<file path="src/rtl/posit_extract_pipe_pkg.sv">
// Shared posit definitions for the es=2, 32-bit datapath: widths, NaR,
// the serialized value layout and the pipeline stage payloads.
package posit_extract_pipe_pkg;

  localparam int unsigned NBITS = 32;
  localparam int unsigned ES    = 2;
  localparam int unsigned FBITS = NBITS - ES - 2;

  localparam int unsigned POSIT_SERIALIZED_WIDTH_ES2 = 39;
  localparam logic [NBITS-1:0] POSIT_NAR = 32'h8000_0000;

  typedef struct packed {
    logic             sgn;
    logic [7:0]       scale;
    logic [FBITS-1:0] fraction;
    logic             inf;
    logic             zero;
  } value_es2;

  typedef struct packed {
    logic        sgn;
    logic        zero;
    logic        inf;
    logic [30:0] abs;
  } s1_t;

  typedef struct packed {
    logic               sgn;
    logic               zero;
    logic               inf;
    logic signed [6:0]  k;
    logic [30:0]        rem;
  } s2_t;

  function automatic logic [30:0] shift_left(input logic [30:0] data,
                                             input logic [5:0]  amt);
    return data << amt;
  endfunction

endpackage

</file>
<file path="src/rtl/posit_regime_count.sv">
// Regime decode: length of the leading run in abs[30:0], the signed regime
// value k, and the bits left after the run and its terminator.
module posit_regime_count
  import posit_extract_pipe_pkg::*;
(
  input  logic [30:0]       abs,
  output logic [4:0]        run,
  output logic signed [6:0] k,
  output logic [30:0]       rem
);

  logic [30:0] x;
  logic        done;

  always_comb begin
    // Invert a run of ones so both regime polarities become a leading-zero count.
    x    = abs[30] ? ~abs : abs;
    run  = 5'd31;
    done = 1'b0;
    for (int unsigned i = 0; i < 31; i++) begin
      if (!done && x[5'(30 - i)]) begin
        run  = 5'(i);
        done = 1'b1;
      end
    end
    k   = abs[30] ? (signed'({2'b00, run}) - 7'sd1) : -signed'({2'b00, run});
    rem = shift_left(abs, {1'b0, run} + 6'd1);
  end

endmodule

</file>
<file path="src/rtl/posit_extract_pipe.sv">
// Three-stage elastic decoder from a 32-bit es=2 posit to the serialized
// {sgn, scale, fraction, inf, zero} form used by the adder/multiplier.
module posit_extract_pipe
  import posit_extract_pipe_pkg::*;
(
  input  logic                                  clk,
  input  logic                                  reset_n,
  input  logic                                  in_valid,
  output logic                                  in_ready,
  input  logic [NBITS-1:0]                      in_posit,
  output logic                                  out_valid,
  input  logic                                  out_ready,
  output logic [POSIT_SERIALIZED_WIDTH_ES2-1:0] out_value
);

  logic     v1, v2, v3;
  logic     ld1, ld2, ld3;
  s1_t      s1_q, s1_d;
  s2_t      s2_q, s2_d;
  value_es2 s3_q, s3_d;

  logic [30:0]       neg_low;
  logic [4:0]        regime_run;
  logic signed [6:0] regime_k;
  logic [30:0]       regime_rem;
  logic signed [7:0] k8;
  logic              unused_ok;

  assign ld3      = !v3 || out_ready;
  assign ld2      = !v2 || ld3;
  assign ld1      = !v1 || ld2;
  assign in_ready = ld1;

  // The low 31 bits of -p equal the negation of p[30:0] modulo 2^31.
  assign neg_low = -in_posit[30:0];

  always_comb begin
    s1_d      = '0;
    s1_d.sgn  = in_posit[31];
    s1_d.zero = (in_posit == '0);
    s1_d.inf  = (in_posit == POSIT_NAR);
    s1_d.abs  = in_posit[31] ? neg_low : in_posit[30:0];
  end

  posit_regime_count u_regime (
    .abs (s1_q.abs),
    .run (regime_run),
    .k   (regime_k),
    .rem (regime_rem)
  );

  always_comb begin
    s2_d      = '0;
    s2_d.sgn  = s1_q.sgn;
    s2_d.zero = s1_q.zero;
    s2_d.inf  = s1_q.inf;
    s2_d.k    = regime_k;
    s2_d.rem  = regime_rem;
  end

  assign unused_ok = ^{regime_run, s2_q.rem[1:0]};

  always_comb begin
    k8   = {s2_q.k[6], s2_q.k};
    s3_d = '0;
    if (s2_q.zero || s2_q.inf) begin
      s3_d.sgn  = s2_q.inf;
      s3_d.inf  = s2_q.inf;
      s3_d.zero = s2_q.zero;
    end else begin
      s3_d.sgn      = s2_q.sgn;
      s3_d.scale    = (k8 <<< 2) | {6'b0, s2_q.rem[30:29]};
      s3_d.fraction = {1'b1, s2_q.rem[28:2]};
    end
  end

  always_ff @(posedge clk) begin
    if (!reset_n) begin
      v1   <= 1'b0;
      v2   <= 1'b0;
      v3   <= 1'b0;
      s1_q <= '0;
      s2_q <= '0;
      s3_q <= '0;
    end else begin
      if (ld1) v1 <= in_valid;
      if (ld2) v2 <= v1;
      if (ld3) v3 <= v2;
      if (ld1 && in_valid) s1_q <= s1_d;
      if (ld2 && v1)       s2_q <= s2_d;
      if (ld3 && v2)       s3_q <= s3_d;
    end
  end

  assign out_valid = v3;
  assign out_value = s3_q;

endmodule
</file>
<file path="config.mk">
export PLATFORM = sky130hd
export DESIGN_NAME = posit_extract_pipe
export DESIGN_NICKNAME = d
export VERILOG_FILES = /design/src/rtl/posit_extract_pipe_pkg.sv /design/src/rtl/posit_regime_count.sv /design/src/rtl/posit_extract_pipe.sv
export SDC_FILE = /design/constraint.sdc
export NUM_CORES = 1
export LEC_CHECK = 0
export BUFFER_PORTS_ARGS = -buffer_cell sky130_fd_sc_hd__buf_2
export CORE_MARGIN = 1.5
export CORE_UTILIZATION = 50
export CTS_CLUSTER_SIZE = 20
export DETAILED_ROUTE_END_ITERATION = 8
export GPL_TIMING_DRIVEN = 0
export PLACE_DENSITY = 0.77
export SLEW_MARGIN = 15
export SYNTH_ARGS = -nofsm -noshare
export SYNTH_HDL_FRONTEND = slang
export SYNTH_HIERARCHICAL = 1
export SYNTH_SLANG_ARGS = --single-unit
</file>
<file path="constraint.sdc">
create_clock -name clk -period 3.6 [get_ports clk]
set_input_delay 0.36 -clock clk [delete_from_list [all_inputs] [get_ports clk]]
set_output_delay 0.36 -clock clk [all_outputs]
set_load 0.02 [all_outputs]
</file>
# Yosys cells after proc, flatten, opt, wreduce, memory -nomap -nowiden
# Index checks and enable logic that the tools add are counted.
# word_totals
ff_bits	116
output_inout_bits	41
# op_classes
n_addsub	4
n_eq_ne	1
shift	1
mux	67
bitwise_logic	2
n_reduce_logical	71
# ops
cell	count
5-bit 2-to-1 mux	31
31-bit 2-to-1 mux	2
36-bit 2-to-1 mux	1
1-bit logical AND	33
1-bit logical NOT	33
32-bit equality test (second input constant)	1
32-bit logical NOT	1
1-bit 2-to-1 mux	31
31-bit negation	1
31-bit inverter	1
31-bit by 6-bit << shifter with 31-bit output	1
8-bit by 2-bit OR with 8-bit output	1
5-bit by 1-bit adder with 6-bit output (second input constant)	1
6-bit 2-to-1 mux	1
5-bit negation with 6-bit output	1
5-bit by 1-bit subtractor with 6-bit output (second input constant)	1
1-bit logical OR	4
2-bit 2-to-1 mux	1

# Longest topological paths before layout
# Gate-level depths: netlist of run 1.
# logic_depth
ltp_word	95
ltp_mapped	22

# Hierarchy
# The synthesis of run 1 kept the hierarchy.
# modules_own_cells
module	n_inst	cells_per_inst	area_per_inst_um2	seq_area_each_um2
posit_extract_pipe	1	554	4864.7	2282.2
posit_regime_count	1	338	2751.4	0.0

# Worst setup path after synthesis of run 1
# OpenSTA, ideal clock, no wires.
# synth_timing
path_kind	flip-flop to flip-flop
from	reg s1_q[30] (netlist name)
to	reg s2_q[30] (netlist name)
arrival_time_ns	3.935
required_time_ns	3.524
path_slack_ns	-0.410
stages_incl_launch_ff	19
n_path_buf	4
synth_period_minus_slack_ns	4.010
path_cell_list	dfxtp_1 > buf_6 > or4_4 > o22ai_4 > and4_1 > buf_6 > and3_4 > a22oi_4 > nand2_8 > buf_12 > inv_4 > ha_1 > clkbuf_1 > xor2_2 > mux4_2 > o22a_1 > o21ai_1 > nand2_1 > a21boi_0
# synth_via
elab_chain_cells	95
word_cells_on_any_way	125
classes_between	add/sub: 1; shift: 1; mux: 62; bitwise: 1; reduce/logical: 60
# synth_rtl
item	line_no	text
start, declared	posit_extract_pipe.sv:18	s1_t s1_q, s1_d;
start signal, assigned	posit_extract_pipe.sv:82	s1_q <= '0;
start signal, assigned	posit_extract_pipe.sv:89	if (ld1 && in_valid) s1_q <= s1_d;
31-bit inverter	posit_regime_count.sv:17	x = abs[30] ? ~abs : abs;
31-bit 2-to-1 mux *	posit_regime_count.sv:17	
1-bit 2-to-1 mux	posit_regime_count.sv:21	if (!done && x[5'(30 - i)]) begin
1-bit logical NOT	posit_regime_count.sv:21	
1-bit logical AND	posit_regime_count.sv:21	
1-bit 2-to-1 mux	posit_regime_count.sv:21	
1-bit logical NOT	posit_regime_count.sv:21	
1-bit logical AND	posit_regime_count.sv:21	
(+81 left out)	--	
1-bit 2-to-1 mux	posit_regime_count.sv:21	
1-bit logical NOT	posit_regime_count.sv:21	
1-bit logical AND	posit_regime_count.sv:21	
5-bit 2-to-1 mux *	posit_regime_count.sv:21	
named net regime_run[0]	posit_extract_pipe.sv:23	logic [4:0] regime_run;
5-bit by 1-bit adder with 6-bit output *	posit_regime_count.sv:27	rem = shift_left(abs, {1'b0, run} + 6'd1);
31-bit by 6-bit << shifter with 31-bit output *	posit_extract_pipe_pkg.sv:37	return data << amt;
named net regime_rem[30]	posit_extract_pipe.sv:25	logic [30:0] regime_rem;
end signal, assigned	posit_extract_pipe.sv:83	s2_q <= '0;
end signal, assigned	posit_extract_pipe.sv:90	if (ld2 && v1) s2_q <= s2_d;
end, declared	posit_extract_pipe.sv:19	s2_t s2_q, s2_d;
# The timed path passes the listed nets; every way through them passes the cells marked *.
# A chain may end at the register's enable or synchronous reset.

# Final worst setup path of run 1
# layout_timing
from	reg s1_q[30] (netlist name)
to	reg s2_q[27] (netlist name)
# Same word-level chain as after synthesis.

==> results of run 1 <==
==> final cells by class <==
cell class                 count  area (um^2)  share of cell area [%]
multi-input combinational    685         5260                    54.8
sequential                   114         2300                    24.0
buffer                        66          419                    4.37
inverter                      16         67.6                   0.705
timing repair buffer         115          703                    7.33
clock inverter                10          131                    1.37
tap                          184          230                    2.40
clock buffer                  22          474                    4.94
==> through the flow <==
| step | total power, W | setup TNS [ns] | hold slack, ns |
|---|---|---|---|
| 2_1_floorplan | 0.00276 | -0.149 | 0.430 |
| 6_report | 0.00543 | -0.243 | 0.219 |
| 4_1_cts | 0.00513 | 0 | 0.206 |
| 5_1_grt | 0.00565 | -2.13 | 0.233 |
| 3_5_place_dp | 0.00317 | -14.73 | 0.450 |
| 3_3_place_gp | 0.00317 | -13.65 | 0.441 |
==> tightest hold or removal path: stages <==
cell and delay, ns:
buf_2 0.12, inv_1 0.04, a21boi_0 0.06
==> power breakdown <==
part	switching (W)	total [W]	internal [W]
Combinational	0.00121	0.00230	0.00109
Clock	0.000565	0.00170	0.00114
Sequential	0.0000847	0.00143	0.00135
Total	0.00186	0.00543	0.00357
==> worst paths after layout <==
path | cells after the start | slack (ns) | start | to
min | 3 | 0.22 | in_valid | v1
min reg2reg | 2 | 0.45 | s2_q[13] | s2_q[13]
max | 17 | -0.07 | s1_q[30] | s2_q[27]
max reg2reg | 17 | -0.07 | s1_q[30] | s2_q[27]
==> per-layer routing <==
metal / vias up / routed length, um / GRT usage [%]
li1: 3538 / - / -
met1: 3530 / 9210 / 33.7
met2: 333 / 11000 / 48.2
met3: 87 / 1390 / 5.99
met4: 0 / 960 / 13.5
met5: - / 0 / 0
==> sequential cells by signal, summed over array words and instances (netlist names) <==
name,cells
s2_q,32
out_value,39
k8,6
v2,1
s1_q,34
v1,1
out_valid,1
==> timing repair <==
| item | in CTS | in global routing |
|---|---|---|
| setup buffers | 26 | 8 |
| gates resized for setup | 52 | 70 |
| setup endpoints to repair | 29 | 29 |
| endpoints found under the hold margin | 0 | 0 |
| gates cloned | 3 | 2 |
| pin swaps | 14 | 18 |
==> layout by cell type, fill, tap and decap left out, drive strengths merged, types with 7 or more instances in the layout <==
cell    instances
nand2         135
buf           134
dfxtp         114
clkbuf         69
o21ai          51
a21boi         44
nor2b          42
a22oi          41
a21oi          38
nor2           34
mux4           28
mux2i          28
nand3          22
nor3           20
xor2           19
inv            16
xnor2          12
o22a           10
nand4          10
a31oi          10
nor4           10
mux2            9
o31ai           8
nand2b          8
o211a           7
or3             7
and3            7
o22ai           7
==> flow_metrics.py, run 1 <==
metrics = {
    "status": {
        "outcome": "finished, violations left",
        "failed_checks": "negative setup slack",
    },
    "detailed_routing": {
        "postRouteWirelength_mm": 22.6,
        "vias": 7488,
        "routedWlPerCell_um": 18.6,
        "first_drt_iteration_drcs": 593,
        "ant_nets": 0,
        "detailedRoute.firstPassIterationCount": 5,
        "drc_violations": 0,
        "via_per_inst": 6.18,
    },
    "placed_design": {
        "portBuffers": 76,
        "detailed_place.area_um2": 8300,
        "place_ws_ns": -0.784,
        "finalWeightedCongestion": 0.950,
        "dp_hpwl_mm": 15.9,
        "placed_cells": 1149,
    },
    "floorplan": {
        "initial_core_util_pct": 51.7,
        "core.rowCount": 44,
        "core_um2": 14700,
        "die_y_um": 126,
        "fp.dieArea_um2": 15900,
        "die_width_um": 126,
        "top_level_ports": 77,
    },
    "setup_path": {
        "critPathArrivalTime_ns": 3.97,
        "cp_data_required_time_ns": 3.90,
        "worst_path_dominant_cell_family": "simple AND/OR/NAND/NOR gates",
        "worst_path_largest_cell_delay_ns": 0.45,
        "cp.buffers_inverters": 5,
        "critical_path.cell_chain": "buf_6 -> or4_4 -> o22ai_4 -> nand4_1 -> inv_2 -> a22oi_4 -> nand2_8 -> buf_12 -> ha_4 -> buf_8 -> clkbuf_16 -> mux4_2 -> mux2_4 -> a22oi_2 -> o21ai_1 -> nand2_1 -> a21boi_1",
        "critical-path-slowest-cell": "or4_4",
        "timing_worst_setup_path_type": "flip-flop to flip-flop",
        "start_kind": "flip-flop",
        "endpoint_kind": "flip-flop",
        "worst-path-max-fanout": 6,
    },
    "synthesis": {
        "synth-warning-count": 6,
        "synthesis.nets": 930,
        "post_synth_instance_area_um2": 7600,
        "synth_area_per_cell_um2": 8.55,
        "synth_cells": 889,
    },
    "cells_and_area": {
        "fill_cells": 1226,
        "fin_nets": 1056,
        "insertedDiodeCount": 0,
        "layout-area-overhead-vs-synth_pct": 26.2,
        "utilization_pct": 65.2,
        "postLayoutCellArea_um2": 9590,
        "fin_cells": 1212,
        "drive_gt1_share_pct": 28.9,
    },
    "sta": {
        "least_margin_pin_slew_ns": 1.07,
        "min_period_over_period_pct": 102,
        "worst_clock_skew_ns": 0.0127,
        "report.final.hold_viol_count": 0,
        "rsz0062_at_grt": "true",
        "setup_violations": 9,
        "max_freq_ghz": 0.273,
        "drv_slew": 0,
        "period_minus_slack_ns": 3.67,
        "post-route-worst-setup-slack_ns": -0.0694,
        "max_slew_margin_pct": 28.2,
    },
    "clocking": {
        "tritoncts": "done",
        "clock-root-buffer": "clkbuf_16",
        "clk_latency_ns": 0.42,
        "post_cts_hold_buffer_count": 0,
        "tritoncts.num_buffers": 17,
        "cts_max_path_buffers": 2,
        "ctsHtreeMaxLevel": 4,
        "clock-sinks": 114,
        "clkSlewWorstSetupHoldPaths_ns": 0.05,
    },
    "run": {
        "cap_violations": 0,
    },
    "grt": {
        "vias_in_the_first_global_route": 7104,
        "grt_antenna_before_repair": 0,
        "grt_first_pass_wirelength_mm": 35.8,
        "grt.total_usage_pct": 28.1,
        "overflow": 0,
        "grt_start_max_net_pins": 17,
    },
    "power": {
        "power_density_nw_per_um2": 567,
        "worst_ir_drop_vdd_uv": 405,
        "leakage_nw": 3.64,
    },
    "worst_hold_path": {
        "worstHoldPathType": "input port to flip-flop",
    },
}
Note: power is estimated with default switching activity, not from simulation.
==> run 2, diff against run 1 <==
Settings changed: SLEW_MARGIN 15 to 10.
Clock period 3.6 ns to 3 ns, I/O delays scaled along.
==> flow_metrics.py, run 2 (same netlist as run 1, synthesis figures left out) <==
metrics = {
    "setup_path": {
        "critPathArrivalTime_ns": 3.95,
        "worst-path-max-fanout": 11,
        "timing.rr.end": "s2_q[22]",
        "worst_path_largest_cell_delay_ns": 0.61,
        "start_kind": "flip-flop",
        "timing.critical_path.depth": 15,
        "rrSetupSlack_ns": -0.59,
        "worst-r2r-cell-count": 15,
        "worst_flop_to_flop_path_startpoint": "s1_q[21]",
        "endpoint_kind": "flip-flop",
        "critical-path-slowest-cell": "mux4_2",
        "cp_data_required_time_ns": 3.36,
        "worst_path_dominant_cell_family": "multiplexers",
        "critical_path.cell_chain": "or4_4 -> mux2i_1 -> o21ai_1 -> a211oi_2 -> nor3_4 -> nand2_8 -> buf_12 -> inv_8 -> ha_4 -> xor2_4 -> mux4_2 -> buf_4 -> o221ai_2 -> nand2_1 -> a21boi_1",
        "cp.buffers_inverters": 3,
        "timing_worst_setup_path_type": "flip-flop to flip-flop",
    },
    "placed_design": {
        "detailed_place.area_um2": 8350,
        "dp_hpwl_mm": 15.5,
        "portBuffers": 76,
        "finalWeightedCongestion": 1.00,
    },
    "detailed_routing": {
        "route.met2.wl_mm": 10.5,
        "drc_violations": 0,
        "first_drt_iteration_drcs": 679,
        "max_layer_used": "met4",
        "wl_met1_mm": 9.37,
        "postRouteWirelength_mm": 22.2,
        "wl_met3_mm": 1.33,
        "ant_nets": 0,
        "routedWlPerCell_um": 18.3,
        "detailedRoute.firstPassIterationCount": 5,
        "vias": 7399,
        "via_per_inst": 6.09,
    },
    "grt": {
        "grt_antenna_before_repair": 0,
        "grt.total_usage_pct": 27.9,
        "vias_in_the_first_global_route": 6921,
        "grt_first_pass_wirelength_mm": 35.1,
        "overflow": 0,
        "grt_start_max_net_pins": 17,
    },
    "sta": {
        "post-route-worst-setup-slack_ns": -0.594,
        "setup_violations": 29,
        "least_margin_pin_slew_ns": 1.07,
        "report.final.hold_viol_count": 0,
        "min_period_over_period_pct": 120,
        "drv_slew": 0,
        "max_freq_ghz": 0.278,
        "worst_clock_skew_ns": 0.0119,
        "max_slew_margin_pct": 28.5,
        "period_minus_slack_ns": 3.59,
        "rsz0062_at_grt": "true",
    },
    "cells_and_area": {
        "highest_count_cells_in_the_layout_ignoring_fill_and_taps": "131 x nand2_1, 101 x dfxtp_1, 78 x buf_2",
        "postLayoutCellArea_um2": 9570,
        "most_common_cell_after_layout_fill_and_taps_aside": "nand2_1",
        "number_of_flip_flops_under_the_largest_register_name": 39,
        "utilization_pct": 65.1,
        "insertedDiodeCount": 0,
        "layout-area-overhead-vs-synth_pct": 25.9,
        "fin_nets": 1059,
        "fill_cells": 1202,
        "drive_gt1_share_pct": 28.8,
    },
    "power": {
        "leakage_nw": 3.63,
        "p_switching_w": 0.00220,
        "internal_power_w": 0.00419,
        "power_density_nw_per_um2": 668,
        "power.switching_fraction_pct": 34.5,
        "combPwrFrac_pct": 42.8,
        "power_frac_clock_pct": 30.3,
        "sequential_share_of_power_pct": 26.9,
        "post-layout-total-power_w": 0.00640,
        "worst_ir_drop_vdd_uv": 528,
    },
    "clocking": {
        "ctsHtreeMaxLevel": 4,
        "post_cts_hold_buffer_count": 0,
        "tritoncts.num_buffers": 17,
        "clock-sinks": 114,
        "tritoncts": "done",
        "clk_latency_ns": 0.43,
        "clock-root-buffer": "clkbuf_16",
        "clkSlewWorstSetupHoldPaths_ns": 0.05,
        "cts_max_path_buffers": 2,
    },
    "worst_hold_path": {
        "min_delay_path_depth": 3,
        "whs_endpoint": "v1",
        "worstHoldPathType": "input port to flip-flop",
        "hold_start": "in_valid",
    },
    "floorplan": {
        "initial_core_util_pct": 51.7,
        "fp.dieArea_um2": 15900,
        "die_y_um": 126,
        "core_um2": 14700,
        "top_level_ports": 77,
        "die_width_um": 126,
        "core.rowCount": 44,
    },
    "status": {
        "outcome": "finished, violations left",
        "failed_checks": "negative setup slack",
    },
    "run": {
        "cap_violations": 0,
    },
}
[run 2: layout make-up]
cell class,instances,area (um^2),area share [%]
Multi-Input combinational cell,685,5240,54.7
Sequential cell,114,2310,24.1
Timing Repair Buffer,121,738,7.71
Clock buffer,22,464,4.85
Buffer,63,414,4.33
Tap cell,184,230,2.41
Clock inverter,10,109,1.14
Inverter,16,67.6,0.706
[run 2: through the flow]
step	hold WS, ns	setup slack [ns]	instances	TNS (ns)
final	0.152	-0.594	1215	-13.92
after global routing	0.164	-0.721	1215	-17.00
after CTS	0.130	-0.590	1207	-13.53
after detailed placement	0.448	-1.27	1149	-31.10
after global placement	0.440	-1.33	1149	-30.99
after floorplan	0.430	-0.664	889	-14.84
[run 2: worst max-delay path by stage]
stage | endpoint | start | slack [ns]
floorplan | s2_q[30] | s1_q[21] | -0.66
global placement | s2_q[29] | s1_q[21] | -1.33
detailed placement | s2_q[29] | s1_q[21] | -1.27
CTS | s2_q[30] | s1_q[30] | -0.59
global route | s2_q[28] | s1_q[30] | -0.72
finish | s2_q[22] | s1_q[21] | -0.59
[run 2: repair_timing]
| action | CTS | global route |
|---|---|---|
| setup endpoints to repair | 33 | 32 |
| gates cloned | 1 | 0 |
| setup buffers | 31 | 13 |
| pin swaps | 20 | 19 |
| resized for setup | 57 | 50 |
[run 2: power groups by stage]
stage	clock network (W)	registers (W)	logic, W
after floorplan	0	0.00171	0.00165
after global placement	0	0.00173	0.00212
after detailed placement	0	0.00173	0.00212
after CTS	0.00197	0.00171	0.00247
after global routing	0.00203	0.00174	0.00289
final	0.00194	0.00172	0.00274
[run 2: metal layers]
metal	vias to the layer above	GRT usage, %
met1	3438	33.6
li1	3533	-
met4	0	14.9
met5	-	0
met2	345	46.2
met3	83	6.71
[run 2: worst register-to-register path, stage by stage (launching register included)]
cell	delay, ns
dfxtp_2	0.37
or4_4	0.55
mux2i_1	0.27
o21ai_1	0.14
a211oi_2	0.29
nor3_4	0.12
nand2_8	0.11
buf_12	0.11
inv_8	0.03
ha_4	0.19
xor2_4	0.21
mux4_2	0.61
buf_4	0.17
o221ai_2	0.18
nand2_1	0.07
a21boi_1	0.11
==> run 3, diff against run 2 <==
Settings changed: BUFFER_PORTS_ARGS -buffer_cell sky130_fd_sc_hd__buf_2 to unset, DONT_BUFFER_PORTS set to 1, PLACE_DENSITY 0.77 to 0.7.
==> flow_metrics.py, run 3 (same netlist as run 1, synthesis figures left out) <==
metrics = {
    "sta": {
        "min_period_over_period_pct": 123,
        "max_freq_ghz": 0.271,
        "whs_ns": 0.0241,
        "post-route-worst-setup-slack_ns": -0.689,
        "fin_tns_setup_ns": -16.04,
        "setup_violations": 30,
        "max_slew_margin_pct": 16.7,
        "report.final.hold_viol_count": 0,
        "rsz0062_at_grt": "true",
        "worst_clock_skew_ns": 0.00959,
        "period_minus_slack_ns": 3.69,
        "least_margin_pin_slew_ns": 1.24,
        "drv_slew": 0,
    },
    "setup_path": {
        "worstSetupStartpoint": "s1_q[28]",
        "critPathArrivalTime_ns": 3.99,
        "timing.rr.end": "s2_q[28]",
        "worst-path-max-fanout": 7,
        "endpoint_kind": "flip-flop",
        "timing_worst_setup_path_type": "flip-flop to flip-flop",
        "worst_flop_to_flop_path_startpoint": "s1_q[28]",
        "worst-r2r-cell-count": 17,
        "start_kind": "flip-flop",
        "rrSetupSlack_ns": -0.69,
        "cp_data_required_time_ns": 3.31,
    },
    "power": {
        "worst_ir_drop_vdd_uv": 496,
        "power_density_nw_per_um2": 708,
        "post-layout-total-power_w": 0.00672,
        "leakage_nw": 3.39,
    },
    "detailed_routing": {
        "ant_nets": 0,
        "drc_violations": 0,
        "vias": 7282,
        "first_drt_iteration_drcs": 597,
        "via_per_inst": 6.32,
        "routedWlPerCell_um": 20.4,
        "postRouteWirelength_mm": 23.5,
        "detailedRoute.firstPassIterationCount": 5,
    },
    "clocking": {
        "cts_max_path_buffers": 2,
        "clk_latency_ns": 0.42,
        "tritoncts.num_buffers": 17,
        "clkSlewWorstSetupHoldPaths_ns": 0.05,
        "ctsHtreeMaxLevel": 4,
        "clock-sinks": 114,
        "clock-root-buffer": "clkbuf_16",
        "post_cts_hold_buffer_count": 0,
        "tritoncts": "done",
    },
    "cells_and_area": {
        "fin_cells": 1152,
        "layout-area-overhead-vs-synth_pct": 24.8,
        "drive_gt1_share_pct": 25.6,
        "highest_count_cells_in_the_layout_ignoring_fill_and_taps": "128 x nand2_1, 104 x dfxtp_1, 46 x buf_4",
        "most_common_cell_after_layout_fill_and_taps_aside": "nand2_1",
        "fin_nets": 999,
        "number_of_flip_flops_under_the_largest_register_name": 39,
        "utilization_pct": 64.5,
        "insertedDiodeCount": 0,
    },
    "status": {
        "outcome": "finished, violations left",
        "failed_checks": "negative setup slack",
    },
    "placed_design": {
        "dp_hpwl_mm": 16.0,
        "finalWeightedCongestion": 0.928,
        "placed_cells": 1073,
        "portBuffers": 0,
    },
    "worst_hold_path": {
        "min_delay_path_depth": 2,
        "hold_start": "in_valid",
        "worstHoldPathType": "input port to flip-flop",
        "whs_endpoint": "v1",
    },
    "grt": {
        "grt_antenna_before_repair": 0,
        "grt_start_max_net_pins": 17,
        "grt.total_usage_pct": 29.2,
        "grt_first_pass_wirelength_mm": 36.5,
        "vias_in_the_first_global_route": 6948,
        "overflow": 0,
    },
    "floorplan": {
        "core_um2": 14700,
        "fp.dieArea_um2": 15900,
        "top_level_ports": 77,
        "initial_core_util_pct": 51.7,
        "core.rowCount": 44,
        "die_y_um": 126,
        "die_width_um": 126,
    },
    "run": {
        "cap_violations": 0,
    },
}
-- run 3: changes by cell type in the layout (fill, tap and decap cells not counted), sizes merged --
cell / change
buf: -61
bufinv: -1
clkbuf: -2
inv: +1
-- run 3: repair_timing --
action                     4_1_cts  5_1_grt
gates resized for setup         92       64
setup endpoints to repair       32       32
cloned                           3        2
buffers inserted                35       19
pin swaps                       15       30
-- run 3: layout make-up --
type / instances / area (um^2)
clock buffer: 19 / 453
fill: 1185 / 5210
multi-input combinational: 685 / 5360
clock inverter: 10 / 87.6
tap: 184 / 230
inverter: 16 / 67.6
sequential: 114 / 2300
timing repair buffer: 58 / 537
buffer: 66 / 453
-- run 3: through the flow --
stage / area, um^2 / setup slack [ns]
detailed placement: 7970 / -1.25
global placement: 7970 / -1.27
floorplan: 7740 / -0.664
CTS: 9060 / -0.555
global route: 9490 / -0.814
finish: 9490 / -0.689
-- run 3: power breakdown --
| part | internal [W] | switching (W) | leakage [nW] |
|---|---|---|---|
| combinational | 0.00159 | 0.00152 | 2.19 |
| sequential | 0.00162 | 0.000128 | 0.933 |
| clock | 0.00116 | 0.000708 | 0.266 |
| total | 0.00436 | 0.00235 | 3.39 |
-- run 3: worst max-delay path, stage by stage, from the launching register on --
cell and delay, ns:
dfxtp_2 0.32, buf_6 0.12, or4_4 0.55, o22ai_4 0.16
and4_1 0.23, buf_6 0.11, and3_4 0.19, nor3_4 0.04
nand2b_1 0.17, buf_4 0.15, ha_4 0.22, buf_6 0.15
mux4_2 0.50, mux2_4 0.28, a22oi_2 0.15, o21ai_2 0.09
nand2_1 0.09, a21boi_1 0.06
-- run 3: routing by layer --
| layer | up-vias | GRT usage, % | wire, um | part of all wire [%] |
|---|---|---|---|---|
| met5 | - | 0 | 0 | 0 |
| met4 | 0 | 14.8 | 1020 | 4.3 |
| met3 | 88 | 6.29 | 1580 | 6.7 |
| met2 | 351 | 48.5 | 11200 | 48 |
| met1 | 3427 | 35.9 | 9730 | 41 |
| li1 | 3416 | - | - | - |
-- run 3: worst max path at each step --
stage               end  slack [ns]  cells after the start
4_1_cts        s2_q[30]       -0.56                     17
5_1_grt        s2_q[28]       -0.81                     17
6_report       s2_q[28]       -0.69                     17
2_1_floorplan  s2_q[30]       -0.66                     18
3_3_place_gp   s2_q[13]       -1.27                     18
3_5_place_dp   s2_q[27]       -1.25                     18
